[src/rtl/mult_div_unit_pkg.sv]
// Shared state encoding and constants for the multicycle multiply/divide unit.
package mult_div_unit_pkg;

    typedef enum logic [2:0] {
        IDLE  = 3'd0,
        DPREA = 3'd1,
        DPREB = 3'd2,
        MITER = 3'd3,
        DITER = 3'd4,
        DFIX  = 3'd5,
        DONE  = 3'd6
    } state_t;

    localparam int          ITERS   = 32;
    localparam logic [31:0] INT_MIN = 32'h8000_0000;
    localparam logic [31:0] NEG_ONE = 32'hFFFF_FFFF;

endpackage

[src/rtl/cla_adder.sv]
// 32-bit carry-lookahead adder built from 4-bit lookahead groups; overflow is
// the signed overflow of i_a + i_b + i_cin.
module cla_adder (
    input  logic [31:0] i_a,
    input  logic [31:0] i_b,
    input  logic        i_cin,
    output logic [31:0] o_sum,
    output logic        o_ovf
);
    logic [31:0] w_p;
    logic [31:0] w_g;
    logic [31:0] w_c;
    logic [8:0]  w_gc;

    assign w_p     = i_a ^ i_b;
    assign w_g     = i_a & i_b;
    assign w_gc[0] = i_cin;

    for (genvar g = 0; g < 8; g++) begin : g_grp
        logic [3:0] w_gp4;
        logic [3:0] w_gg4;
        logic       w_gp;
        logic       w_gg;

        assign w_gp4 = w_p[4*g +: 4];
        assign w_gg4 = w_g[4*g +: 4];
        assign w_gp  = &w_gp4;
        assign w_gg  = w_gg4[3] | (w_gp4[3] & w_gg4[2]) | (&w_gp4[3:2] & w_gg4[1])
                     | (&w_gp4[3:1] & w_gg4[0]);
        assign w_gc[g+1] = w_gg | (w_gp & w_gc[g]);

        assign w_c[4*g]   = w_gc[g];
        assign w_c[4*g+1] = w_gg4[0] | (w_gp4[0] & w_gc[g]);
        assign w_c[4*g+2] = w_gg4[1] | (w_gp4[1] & w_gg4[0]) | (&w_gp4[1:0] & w_gc[g]);
        assign w_c[4*g+3] = w_gg4[2] | (w_gp4[2] & w_gg4[1]) | (&w_gp4[2:1] & w_gg4[0])
                          | (&w_gp4[2:0] & w_gc[g]);
    end

    assign o_sum = w_p ^ w_c;
    assign o_ovf = w_c[31] ^ w_gc[8];

endmodule

[src/rtl/mult_div_unit.sv]
// Multicycle signed 32-bit Booth multiplier / non-restoring divider with a
// one-cycle start pulse and one-cycle ready pulse.
module mult_div_unit
    import mult_div_unit_pkg::*;
#(
    parameter int WIDTH = 32,
    parameter int ITERS = 32
) (
    input  logic             clock,
    input  logic             reset,
    input  logic             ctrl_MULT,
    input  logic             ctrl_DIV,
    input  logic [WIDTH-1:0] data_operandA,
    input  logic [WIDTH-1:0] data_operandB,
    output logic [WIDTH-1:0] data_result,
    output logic             data_exception,
    output logic             data_resultRDY
);
    state_t      r_state, w_state_nxt;
    logic [5:0]  r_cnt;
    logic [31:0] r_h, r_l, r_m, r_res;
    logic        r_q, r_sa, r_sb, r_dovf, r_exc;
    logic [32:0] r_r;

    logic        w_start, w_last;
    logic [1:0]  w_booth;
    logic        w_do_op, w_msb, w_ovf;
    logic [31:0] w_sum, w_hs, w_h_nxt, w_l_nxt, w_qfix;
    logic [32:0] w_top, w_rsh, w_rn;

    assign w_start = (r_state == IDLE || r_state == DONE) && (ctrl_MULT || ctrl_DIV);
    assign w_last  = (r_cnt == 6'(ITERS - 1));

    // Booth step: the true sign of the 33-bit add/sub result becomes the shift-in bit.
    assign w_booth = {r_l[0], r_q};
    assign w_do_op = r_l[0] ^ r_q;

    cla_adder u_cla (
        .i_a   (r_h),
        .i_b   ((w_booth == 2'b10) ? ~r_m : r_m),
        .i_cin (w_booth == 2'b10),
        .o_sum (w_sum),
        .o_ovf (w_ovf)
    );

    assign w_hs    = w_do_op ? w_sum : r_h;
    assign w_msb   = w_do_op ? (w_sum[31] ^ w_ovf) : r_h[31];
    assign w_h_nxt = {w_msb, w_hs[31:1]};
    assign w_l_nxt = {w_hs[0], r_l[31:1]};
    assign w_top   = {w_h_nxt, w_l_nxt[31]};

    // Non-restoring divide step; r_l holds the quotient as it shifts in.
    assign w_rsh  = {r_r[31:0], r_l[31]};
    assign w_rn   = r_r[32] ? (w_rsh + {1'b0, r_m}) : (w_rsh - {1'b0, r_m});
    assign w_qfix = (r_sa ^ r_sb) ? -r_l : r_l;

    always_ff @(posedge clock or posedge reset) begin
        if (reset) r_state <= IDLE;
        else       r_state <= w_state_nxt;
    end

    always_comb begin
        w_state_nxt = r_state;
        case (r_state)
            IDLE, DONE: w_state_nxt = w_start ? (ctrl_MULT ? MITER : DPREA) : IDLE;
            DPREA:      w_state_nxt = DPREB;
            DPREB:      w_state_nxt = DITER;
            MITER:      w_state_nxt = w_last ? DONE : MITER;
            DITER:      w_state_nxt = w_last ? DFIX : DITER;
            DFIX:       w_state_nxt = DONE;
            default:    w_state_nxt = IDLE;
        endcase
    end

    always_ff @(posedge clock or posedge reset) begin
        if (reset) begin
            r_cnt  <= '0;
            r_h    <= '0;
            r_l    <= '0;
            r_q    <= 1'b0;
            r_m    <= '0;
            r_r    <= '0;
            r_sa   <= 1'b0;
            r_sb   <= 1'b0;
            r_dovf <= 1'b0;
            r_res  <= '0;
            r_exc  <= 1'b0;
        end else if (w_start) begin
            r_cnt  <= '0;
            r_h    <= '0;
            r_l    <= data_operandA;
            r_q    <= 1'b0;
            r_m    <= data_operandB;
            r_r    <= '0;
            r_sa   <= data_operandA[31];
            r_sb   <= data_operandB[31];
            r_dovf <= (data_operandA == INT_MIN) && (data_operandB == NEG_ONE);
        end else begin
            case (r_state)
                DPREA: if (r_sa) r_l <= -r_l;
                DPREB: if (r_sb) r_m <= -r_m;
                MITER: begin
                    r_h   <= w_h_nxt;
                    r_l   <= w_l_nxt;
                    r_q   <= r_l[0];
                    r_cnt <= r_cnt + 6'd1;
                    if (w_last) begin
                        r_res <= w_l_nxt;
                        r_exc <= ~((&w_top) | ~(|w_top));
                    end
                end
                DITER: begin
                    r_r   <= w_rn;
                    r_l   <= {r_l[30:0], ~w_rn[32]};
                    r_cnt <= r_cnt + 6'd1;
                end
                DFIX: begin
                    r_res <= (r_m == '0) ? 32'd0 : (r_dovf ? INT_MIN : w_qfix);
                    r_exc <= (r_m == '0) | r_dovf;
                end
                default: ;
            endcase
        end
    end

    assign data_resultRDY = (r_state == DONE);
    assign data_result    = data_resultRDY ? r_res : '0;
    assign data_exception = data_resultRDY & r_exc;

endmodule

[config.mk]
export PLATFORM = sky130hd
export DESIGN_NAME = mult_div_unit
export DESIGN_NICKNAME = d
export VERILOG_FILES = /design/src/rtl/mult_div_unit_pkg.sv /design/src/rtl/cla_adder.sv /design/src/rtl/mult_div_unit.sv
export SDC_FILE = /design/constraint.sdc
export NUM_CORES = 1
export LEC_CHECK = 0
export BUFFER_PORTS_ARGS = -buffer_cell sky130_fd_sc_hd__buf_4
export CORE_ASPECT_RATIO = 0.75
export CORE_UTILIZATION = 59
export DETAILED_ROUTE_END_ITERATION = 8
export PLACE_DENSITY = 0.81
export SLEW_MARGIN = 20
export SYNTH_ARGS = -nofsm -noshare
export SYNTH_HDL_FRONTEND = slang
export SYNTH_SLANG_ARGS = --single-unit
[constraint.sdc]
create_clock -name clock -period 9.41 [get_ports clock]
set_input_delay 1.882 -clock clock [delete_from_list [all_inputs] [get_ports clock]]
set_output_delay 1.882 -clock clock [all_outputs]
set_load 0.02 [all_outputs]
==> results of run 1 <==
==> cell type report <==
class / count / area, um2 / share of cell area
multi-input cells: 1398 / 9070 / 0.587
flip-flops and latches: 175 / 4380 / 0.283
repair buffers: 120 / 901 / 0.0583
clock buffers: 22 / 474 / 0.0307
well taps: 300 / 375 / 0.0243
clock inverters: 10 / 126 / 0.00818
inverters: 32 / 125 / 0.00810
==> layout by cell type (no fill, tap or decap), drive strengths merged, types with 34 or more instances in the layout <==
cell	synthesis	layout
buf	24	120
o21ai	190	190
nand3	75	75
dfrtp	175	175
and3	40	40
a221o	34	34
xnor2	46	46
nand2	170	170
nor3	91	91
nor2	142	142
a22oi	40	40
ha	69	69
xor2	113	113
a21oi	76	76
==> worst min-delay path by stage <==
stage               from        end
3_5_place_dp   r_res[31]  r_res[31]
5_1_grt        r_res[31]  r_res[31]
4_1_cts        r_res[31]  r_res[31]
3_3_place_gp   r_res[31]  r_res[31]
2_1_floorplan  r_res[31]  r_res[31]
6_report       r_res[31]  r_res[31]
==> per-stage QoR <==
step / hold slack, ps / worst slack (ps) / util
3_3_place_gp: 454 / 3340 / 0.639
2_1_floorplan: 442 / 2780 / -
4_1_cts: 477 / 3180 / 0.665
6_report: 471 / 3120 / 0.665
3_5_place_dp: 462 / 3260 / 0.639
5_1_grt: 495 / 2640 / 0.665
==> power breakdown <==
| part | switching, W | total [W] | internal [W] |
|---|---|---|---|
| registers | 0.000538 | 0.00160 | 0.00106 |
| clock network | 0.000327 | 0.000743 | 0.000416 |
| logic | 0.00263 | 0.00433 | 0.00170 |
| total | 0.00350 | 0.00667 | 0.00317 |
==> routing by layer <==
metal,wire (um),vias up
met5,0,-
met4,1010,0
met3,5630,77
met2,17000,840
met1,19300,6504
li1,-,6337
==> kinds of logic (layout without fill, tap and decap cells) <==
kind of cell,Yosys count,after routing,share of synthesized area
xor gates and xnor gates,159,159,0.0987
AOI/OAI and AO/OA,489,489,0.224
adders and majority gates,77,77,0.0725
DFF,175,175,0.310
buffers and inverters,181,184,0.0509
and+or+nand+nor,649,649,0.227
muxes,24,24,0.0172
==> registers in the layout (all words and copies together) (netlist names) <==
signal	flops
r_r	33
r_h	32
r_l	32
r_m	32
r_res	32
r_cnt	6
r_state	3
r_dovf	1
r_exc	1
r_q	1
r_sa	1
r_sb	1
==> metrics.cfg, run 1 <==
[worst_setup_path]
r2r_start = r_l[0]
cp_top_family = simple AND/OR/NAND/NOR gates
crit_type = reg2reg
required_ps = 9750
critPathMaxStageDelay_ps = 860
crit_path_start_kind = flop
r2r_cells = 23
crit_cells = 23
crit_top_cell = nand4_1
cp_max_fo = 35
crit_start = r_l[0]
path_cells = ha_2 > xor2_1 > ha_1 > a211oi_1 > o21ai_0 > a41oi_1 > o32a_1 > a21oi_1 > or2_2 > nand2_1 > nand2_1 > fa_1 > nor4_1 > nor2_1 > a21oi_1 > and3_1 > nand4_1 > nor2_1 > nand4_1 > or4b_2 > nor3_1 > nand4_1 > a32o_1
rrSetupSlack_ps = 3120
crit_path_top_delay_cell = ha_2
r2r-end = r_exc
critPathCaptureType = flop
crit_arrival_ps = 6630
endpoint = r_exc
path_buf_inv = 0

[pwr]
total_power_w = 0.00667
leakagePower_nw = 6.97
vdd_drop_max_v = 0.000232
power.density_nw_per_um2 = 432

[place]
dpl_cell_area_um2 = 14800
dp.cells = 2025
gp_congestion = 0.980
place_hpwl_um = 30600
port_buffers = 101

[route]
drt-total-wl_um = 42900
drtIter0Drc = 1870
antenna_left = 0
via_count = 13800
firstDrtPassIters = 6
avgViaCountPerCell = 6.69
route.detailed.drc = 0
wl_per_cell_um = 20.9

[hold_path]
hp-class = reg2reg
hold_depth = 1

[grt]
grtUsageMet3 = 0.110
grt_busiest_layer = met1
grt.total_usage = 0.353
antenna_found_initial = 0
met2_usage = 0.473
overflow = 0
grt_pass1_vias = 12200
gr-usage-met1 = 0.530
grt_max_degree = 84
grt_pass1_wl_um = 67800

[yosys]
yosysTopAreaCell = dfrtp_1
synth_area_leaders = dfrtp_1 31%, xor2_1 7.0%, o21ai_0 6.7%, ha_1 6.1%, nand2_1 4.5%
synth_cells = 1754
synth_commonest_cells = 188 x o21ai_0, 175 x dfrtp_1, 169 x nand2_1
synth.avg_cell_area_um2 = 8.05
yosys_warnings = 0
syn_nets = 1899
yosysTopAreaCellShare = 0.310
ys.flop_type = dfrtp_1
synth-edff-count = 0
synth_seq_cells = 175
async_flop_share = 1.00
yosysSeqAreaShare = 0.310
synth_cell_types = 78
netlist_area_um2 = 14100
synth.most_common_cell = o21ai_0

[timing]
period_share = 0.669
final_hold_viol_count = 0
fmax_mhz = 159
timing.final.max_slew_violations = 0
setup_violations = 0
fin_crit_ps = 6290
finalSetupTns_ps = 0
slew_headroom = 0.291
clock_skew_ps = 14.0
worstMarginPinSlew_ps = 1060
rsz0062_at_grt = no

[clock_network]
cts_hold_buf = 0
cts_tree = yes
clkSinkCount = 175
numCtsBuffers = 17
cts_resized = 0
worstSkewPairLatency_ps = 460
htree_levels = 4
clk_path_buf_depth = 2
clock-root-buffer = clkbuf_16
cts_setup_buffers = 0
clk_pin_slew_ps = 70

[die]
design.die.area_um2 = 24600
initial_utilization = 0.607
core_um2 = 23200
ioPinCount = 102
die_h_um = 136
die_w_um = 181
num_rows = 48

[flow_run]
cap_violations = 0

[status]
outcome = complete, no violations

[layout]
drive_above_1_share = 0.105
final_cells = 2057
stdcell_area_um2 = 15500
fillers = 1934
area_growth_syn_to_layout_pct = 9.48
diodes = 0
nets = 1889

(Power assumes the default switching activity.)
==> run 2: changes to the inputs <==
CORE_UTILIZATION = 56   (was 59)
clock period = 5.3 ns   (was 9.41 ns; I/O delays follow)
==> metrics.cfg, run 2 (same netlist as run 1, synthesis figures left out) <==
[layout]
final_common_cell = buf_4  ; was o21ai_0
mostFrequentLayoutCells = 232 x buf_4, 184 x o21ai_0, 173 x dfrtp_1  ; was 188 x o21ai_0, 175 x dfrtp_1, 168 x nand2_1
largest_reg_flops = 33  ; unchanged
diodes = 0  ; unchanged
final_cells = 2203  ; was 2,057
nets = 2004  ; was 1,889
area_growth_syn_to_layout_pct = 17.9  ; was 9.48%
multi_input_area_um2 = 9340  ; was 9070 um2
fillers = 1964  ; was 1,934
drive_above_1_share = 0.183  ; was 0.105
top_register = r_r  ; unchanged
seqCellArea_um2 = 4380  ; about the same
stdcell_area_um2 = 16600  ; was 15,500 um2

[die]
num_rows = 49  ; was 48
design.die.area_um2 = 25900  ; was 24,600 um2
die_w_um = 185  ; was 181 um
core_um2 = 24300  ; was 23,200 um2
die_h_um = 139  ; was 136 um
ioPinCount = 102  ; unchanged
initial_utilization = 0.580  ; was 0.607

[timing]
clock_skew_ps = 17.3  ; was 14.0 ps
timing.final.max_slew_violations = 0  ; unchanged
rsz0062_at_grt = yes  ; was no
setup_slack_ps = -211  ; was 3120 ps
slew_headroom = 0.241  ; was 0.291
worstMarginPinSlew_ps = 1140  ; was 1060 ps
fin_crit_ps = 5510  ; was 6290 ps
finalSetupTns_ps = -211  ; was 0 ps
setup_violations = 1  ; was 0
final_hold_viol_count = 0  ; unchanged
period_share = 1.04  ; was 0.669
fmax_mhz = 181  ; was 159 MHz

[grt]
gr-usage-met1 = 0.543  ; was 0.530
met2_usage = 0.492  ; was 0.473
overflow = 0  ; unchanged
grt_busiest_layer = met1  ; unchanged
grt_pass1_wl_um = 71800  ; was 67,800 um
grtUsageMet3 = 0.105  ; was 0.110
grt_pass1_vias = 13000  ; was 12,200
antenna_found_initial = 0  ; unchanged
grt.total_usage = 0.358  ; was 0.353
grt_max_degree = 111  ; was 84

[clock_network]
cts_tree = yes  ; unchanged
clkSinkCount = 175  ; unchanged
clock-root-buffer = clkbuf_16  ; unchanged
clk_pin_slew_ps = 70  ; about the same
cts_hold_buf = 0  ; unchanged
clk_path_buf_depth = 2  ; unchanged
htree_levels = 4  ; unchanged
worstSkewPairLatency_ps = 460  ; about the same
numCtsBuffers = 17  ; unchanged

[route]
antenna_left = 0  ; unchanged
drtIter0Drc = 2164  ; was 1,870
wl_per_cell_um = 20.7  ; was 20.9 um
avgViaCountPerCell = 6.47  ; was 6.69
firstDrtPassIters = 6  ; unchanged
route.detailed.drc = 0  ; unchanged
via_count = 14300  ; was 13,800
drt-total-wl_um = 45500  ; was 42,900 um

[worst_setup_path]
r2r_start = r_l[0]  ; unchanged
crit_type = reg2reg  ; unchanged
r2r_cells = 22  ; was 23
cp_max_fo = 4  ; was 35
path_buf_inv = 2  ; was 0
endpoint = r_exc  ; unchanged
path_cells = ha_4 > buf_4 > xor2_1 > ha_1 > o21a_1 > o21a_1 > a2111oi_4 > buf_4 > o31ai_2 > a21oi_2 > o21bai_2 > fa_2 > xor2_2 > mux2i_1 > or4_4 > nor4_2 > nand4b_1 > nor4_1 > and4b_1 > nand4b_1 > or4_1 > a32o_1  ; was ha_2 > xor2_1 > ha_1 > a211oi_1 > o21ai_0 > a41oi_1 > o32a_1 > a21oi_1 > or2_2 > nand2_1 > nand2_1 > fa_1 > nor4_1 > nor2_1 > a21oi_1 > and3_1 > nand4_1 > nor2_1 > nand4_1 > or4b_2 > nor3_1 > nand4_1 > a32o_1
cp_top_family = simple AND/OR/NAND/NOR gates  ; unchanged
crit_start = r_l[0]  ; unchanged
crit_arrival_ps = 5840  ; was 6630 ps
crit_path_top_delay_cell = or4_4  ; was ha_2
r2r-end = r_exc  ; unchanged
required_ps = 5630  ; was 9750 ps
rrSetupSlack_ps = -210  ; was 3120 ps
crit_cells = 22  ; was 23
critPathCaptureType = flop  ; unchanged
critPathMaxStageDelay_ps = 520  ; was 860 ps
crit_path_start_kind = flop  ; unchanged

[status]
outcome = finished with violations  ; was complete, no violations
violations = negative setup slack

[pwr]
vdd_drop_max_v = 0.000447  ; was 0.000232 V
power.density_nw_per_um2 = 787  ; was 432 nW/um2
leakagePower_nw = 7.60  ; was 6.97 nW

[flow_run]
cap_violations = 0  ; unchanged

[place]
dpl_cell_area_um2 = 15700  ; was 14,800 um2
pre_cts_slack_ps = -269  ; was 3260 ps
dp.cells = 2155  ; was 2,025
gp_congestion = 0.978  ; was 0.980
place_hpwl_um = 32500  ; was 30,600 um
port_buffers = 101  ; unchanged

[hold_path]
hp-class = reg2reg  ; unchanged

## run 2: cell types whose count changed in the layout (fill, tap and decap cells not counted), sizes merged
| cell | previous run | this run |
|---|---|---|
| buf | 120 | 235 |
| bufinv | 2 | 1 |
| clkbuf | 22 | 18 |
| clkinv | 4 | 5 |
| clkinvlp | 3 | 2 |
| inv | 33 | 38 |
## run 2: metal layers
metal / share of wire / vias to the layer above
met5: 0 / -
met4: 0.019 / 0
met3: 0.13 / 77
met2: 0.41 / 827
met1: 0.45 / 6785
li1: - / 6571
## run 2: worst register-to-register path, stage by stage, from the launching register on
cell       delay, ps
dfrtp_1          420
ha_4             210
buf_4            150
xor2_1           170
ha_1             320
o21a_1           170
o21a_1           200
a2111oi_4        460
buf_4            200
o31ai_2           80
a21oi_2          200
o21bai_2         100
fa_2             380
xor2_2           150
mux2i_1          120
or4_4            520
nor4_2           170
nand4b_1         150
nor4_1           210
and4b_1          230
nand4b_1          90
or4_1            430
a32o_1           270
## run 2: cell type report
type / instances / share of cell area
multi-input combinational: 1398 / 0.561
sequential: 175 / 0.263
timing repair buffer: 235 / 0.108
clock buffer: 18 / 0.0264
tap: 331 / 0.0249
clock inverter: 14 / 0.00902
inverter: 32 / 0.00745
## run 2: where the power goes
| part | internal, W | total [W] | switching [W] |
|---|---|---|---|
| logic | 0.00383 | 0.00908 | 0.00525 |
| registers | 0.00188 | 0.00272 | 0.000835 |
| clock network | 0.000680 | 0.00130 | 0.000617 |
## run 2: what timing repair did
| action | in CTS | in global routing |
|---|---|---|
| gates resized for setup | 22 | 32 |
| endpoints found under the setup margin | 2 | 5 |
| pin swaps | 12 | 18 |
| setup buffers | 11 | 5 |
## run 2: how the worst min path moves through the flow
stage / from / end / slack (ps) / cells after the start
final: r_res[30] / r_res[30] / 480 / 2
after CTS: r_res[30] / r_res[30] / 480 / 2
after floorplan: r_res[31] / r_res[31] / 440 / 1
after detailed placement: r_res[30] / r_res[30] / 470 / 2
after global placement: r_res[30] / r_res[30] / 450 / 2
after global routing: r_res[14] / r_res[14] / 500 / 2
## run 2: metrics by stage
| stage | hold WS, ps | total power (W) | util |
|---|---|---|---|
| after global routing | 496 | 0.0140 | 0.684 |
| after CTS | 481 | 0.0126 | 0.675 |
| after floorplan | 442 | 0.00840 | - |
| after detailed placement | 465 | 0.0111 | 0.644 |
| after global placement | 454 | 0.0108 | 0.644 |
| final | 476 | 0.0131 | 0.684 |
==> run 3: changes to the inputs <==
CORE_MARGIN = 2   (was default)
PLACE_DENSITY = 0.88   (was 0.81)
==> metrics.cfg, run 3 (same netlist as run 1, synthesis figures left out) <==
[worst_setup_path]
required_ps = 5630  ; about the same
r2r_start = r_q  ; was r_l[0]
critPathCaptureType = flop  ; unchanged
crit_top_cell = nand4_1
crit_start = r_q  ; was r_l[0]
crit_cells = 25  ; was 22
crit_path_start_kind = flop  ; unchanged
r2r_cells = 25  ; was 22
r2r-end = r_exc  ; unchanged
endpoint = r_exc  ; unchanged
crit_type = reg2reg  ; unchanged
path_buf_inv = 2  ; unchanged
crit_path_top_delay_cell = fa_1  ; was or4_4
crit_arrival_ps = 5910  ; was 5840 ps
cp_max_fo = 6  ; was 4
critPathMaxStageDelay_ps = 530  ; was 520 ps
rrSetupSlack_ps = -280  ; was -210 ps
cp_top_family = simple AND/OR/NAND/NOR gates  ; unchanged

[route]
firstDrtPassIters = 8  ; was 6
via_count = 14400  ; was 14,300
antenna_left = 0  ; unchanged
drt-total-wl_um = 45700  ; was 45,500 um
wl_per_cell_um = 21.0  ; was 20.7 um
route.detailed.drc = 0  ; unchanged
avgViaCountPerCell = 6.61  ; was 6.47
drtIter0Drc = 2274  ; was 2,164

[layout]
seqCellArea_um2 = 4380  ; about the same
final_cells = 2179  ; was 2,203
stdcell_area_um2 = 16400  ; was 16,600 um2
drive_above_1_share = 0.164  ; was 0.183
nets = 1973  ; was 2,004
final_common_cell = buf_4  ; unchanged
fillers = 1934  ; was 1,964
multi_input_area_um2 = 9290  ; was 9340 um2
diodes = 0  ; unchanged
top_register = r_r  ; unchanged
largest_reg_flops = 33  ; unchanged
mostFrequentLayoutCells = 200 x buf_4, 183 x o21ai_0, 175 x dfrtp_1  ; was 232 x buf_4, 184 x o21ai_0, 173 x dfrtp_1
area_growth_syn_to_layout_pct = 16.0  ; was 17.9%

[die]
num_rows = 50  ; was 49
die_h_um = 141  ; was 139 um
initial_utilization = 0.568  ; was 0.580
core_um2 = 24800  ; was 24,300 um2
ioPinCount = 102  ; unchanged
die_w_um = 187  ; was 185 um
design.die.area_um2 = 26500  ; was 25,900 um2

[pwr]
power.density_nw_per_um2 = 790  ; was 787 nW/um2
total_power_w = 0.0129  ; was 0.0131 W
leakagePower_nw = 7.41  ; was 7.60 nW
vdd_drop_max_v = 0.000370  ; was 0.000447 V

[timing]
fin_crit_ps = 5580  ; was 5510 ps
period_share = 1.05  ; was 1.04
rsz0062_at_grt = yes  ; unchanged
worstMarginPinSlew_ps = 1140  ; about the same
final_hold_viol_count = 0  ; unchanged
setup_violations = 1  ; unchanged
setup_slack_ps = -278  ; was -211 ps
fmax_mhz = 179  ; was 181 MHz
timing.final.max_slew_violations = 0  ; unchanged
slew_headroom = 0.237  ; was 0.241
clock_skew_ps = 15.1  ; was 17.3 ps

[clock_network]
worstSkewPairLatency_ps = 460  ; about the same
cts_tree = yes  ; unchanged
clock-root-buffer = clkbuf_16  ; unchanged
htree_levels = 4  ; unchanged
clk_path_buf_depth = 2  ; unchanged
clk_pin_slew_ps = 70  ; about the same
clkSinkCount = 175  ; unchanged
numCtsBuffers = 17  ; unchanged

[place]
port_buffers = 101  ; unchanged
pre_cts_slack_ps = -349  ; was -269 ps
place_hpwl_um = 32000  ; was 32,500 um
dpl_cell_area_um2 = 15500  ; was 15,700 um2
dp.cells = 2136  ; was 2,155
gp_congestion = 0.979  ; was 0.978

[flow_run]
cap_violations = 0  ; unchanged

[grt]
grt_pass1_vias = 13100  ; was 13,000
antenna_found_initial = 2  ; was 0
grt_max_degree = 176  ; was 111
overflow = 0  ; unchanged
grt.total_usage = 0.340  ; was 0.358
grt_pass1_wl_um = 71800  ; about the same

[status]
outcome = finished with violations  ; unchanged
violations = negative setup slack  ; unchanged

[hold_path]
hp-class = reg2reg  ; unchanged

## run 3: cell types whose count changed in the layout (fill, tap and decap cells not counted), moves of 3 or more
cell    change
fa_1        +3
inv_8       -3
nor3_2      -3
buf_4      -32
xor2_1      +3
fa_2        -3
nor3_1      +3
## run 3: repair_timing
item / CTS / global route
setup endpoints to repair: 1 / 6
pin swaps: 2 / 17
buffers inserted: 1 / 10
gates resized for setup: 9 / 39
hold buffers: 0 / 0
## run 3: through the flow
step                      setup TNS, ps  hold slack, ps   util
after floorplan                       0             442      -
after global placement             -128             456  0.623
after detailed placement           -349             463  0.623
after CTS                          -113             478  0.649
after global routing               -531             489  0.659
final                              -278             472  0.659
## run 3: cell type report
type / instances / area share
clock buffer: 22 / 0.0290
multi-input combinational: 1398 / 0.568
sequential: 175 / 0.268
clock inverter: 10 / 0.00772
tap: 338 / 0.0258
timing repair buffer: 204 / 0.0948
inverter: 32 / 0.00757
## run 3: worst min path at each step
stage              start        end  slack [ps]  cells after the start
2_1_floorplan  r_res[31]  r_res[31]         440                      1
3_3_place_gp    r_res[5]   r_res[5]         460                      2
3_5_place_dp   r_res[13]  r_res[13]         460                      2
4_1_cts        r_res[13]  r_res[13]         480                      2
5_1_grt        r_res[31]  r_res[31]         490                      1
6_report       r_res[13]  r_res[13]         470                      2
## run 3: where the power goes
group / switching, W / internal, W / total (W)
clock: 0.000588 / 0.000739 / 0.00133
sequential: 0.000903 / 0.00188 / 0.00278
combinational: 0.00516 / 0.00367 / 0.00883
total: 0.00665 / 0.00628 / 0.0129
## run 3: metal layers
metal | vias to the layer above | global-route usage | share of wire
met1 | 6742 | 0.493 | 0.42
met5 | - | 0 | 0.00028
li1 | 6522 | - | -
met2 | 984 | 0.487 | 0.42
met4 | 2 | 0.115 | 0.033
met3 | 144 | 0.0952 | 0.13
## run 3: worst register-to-register path, cell delays in order, from the launching register on
cell and delay, ps:
dfrtp_1 370, inv_1 90, ha_4 210, buf_6 120, xor2_1 160, ha_1 340, o21a_1 170, o21a_1 210
a2111oi_4 470, or3b_4 220, a21oi_2 60, or2_4 250, nand2_2 80, nand2_2 60, fa_1 530, nor4_1 250
nor2_1 60, a21oi_1 150, and3_1 170, nand4_1 90, nor2_1 140, nand4_1 140, or4b_4 530, nor3_2 190
nand4_1 110, a32o_1 280
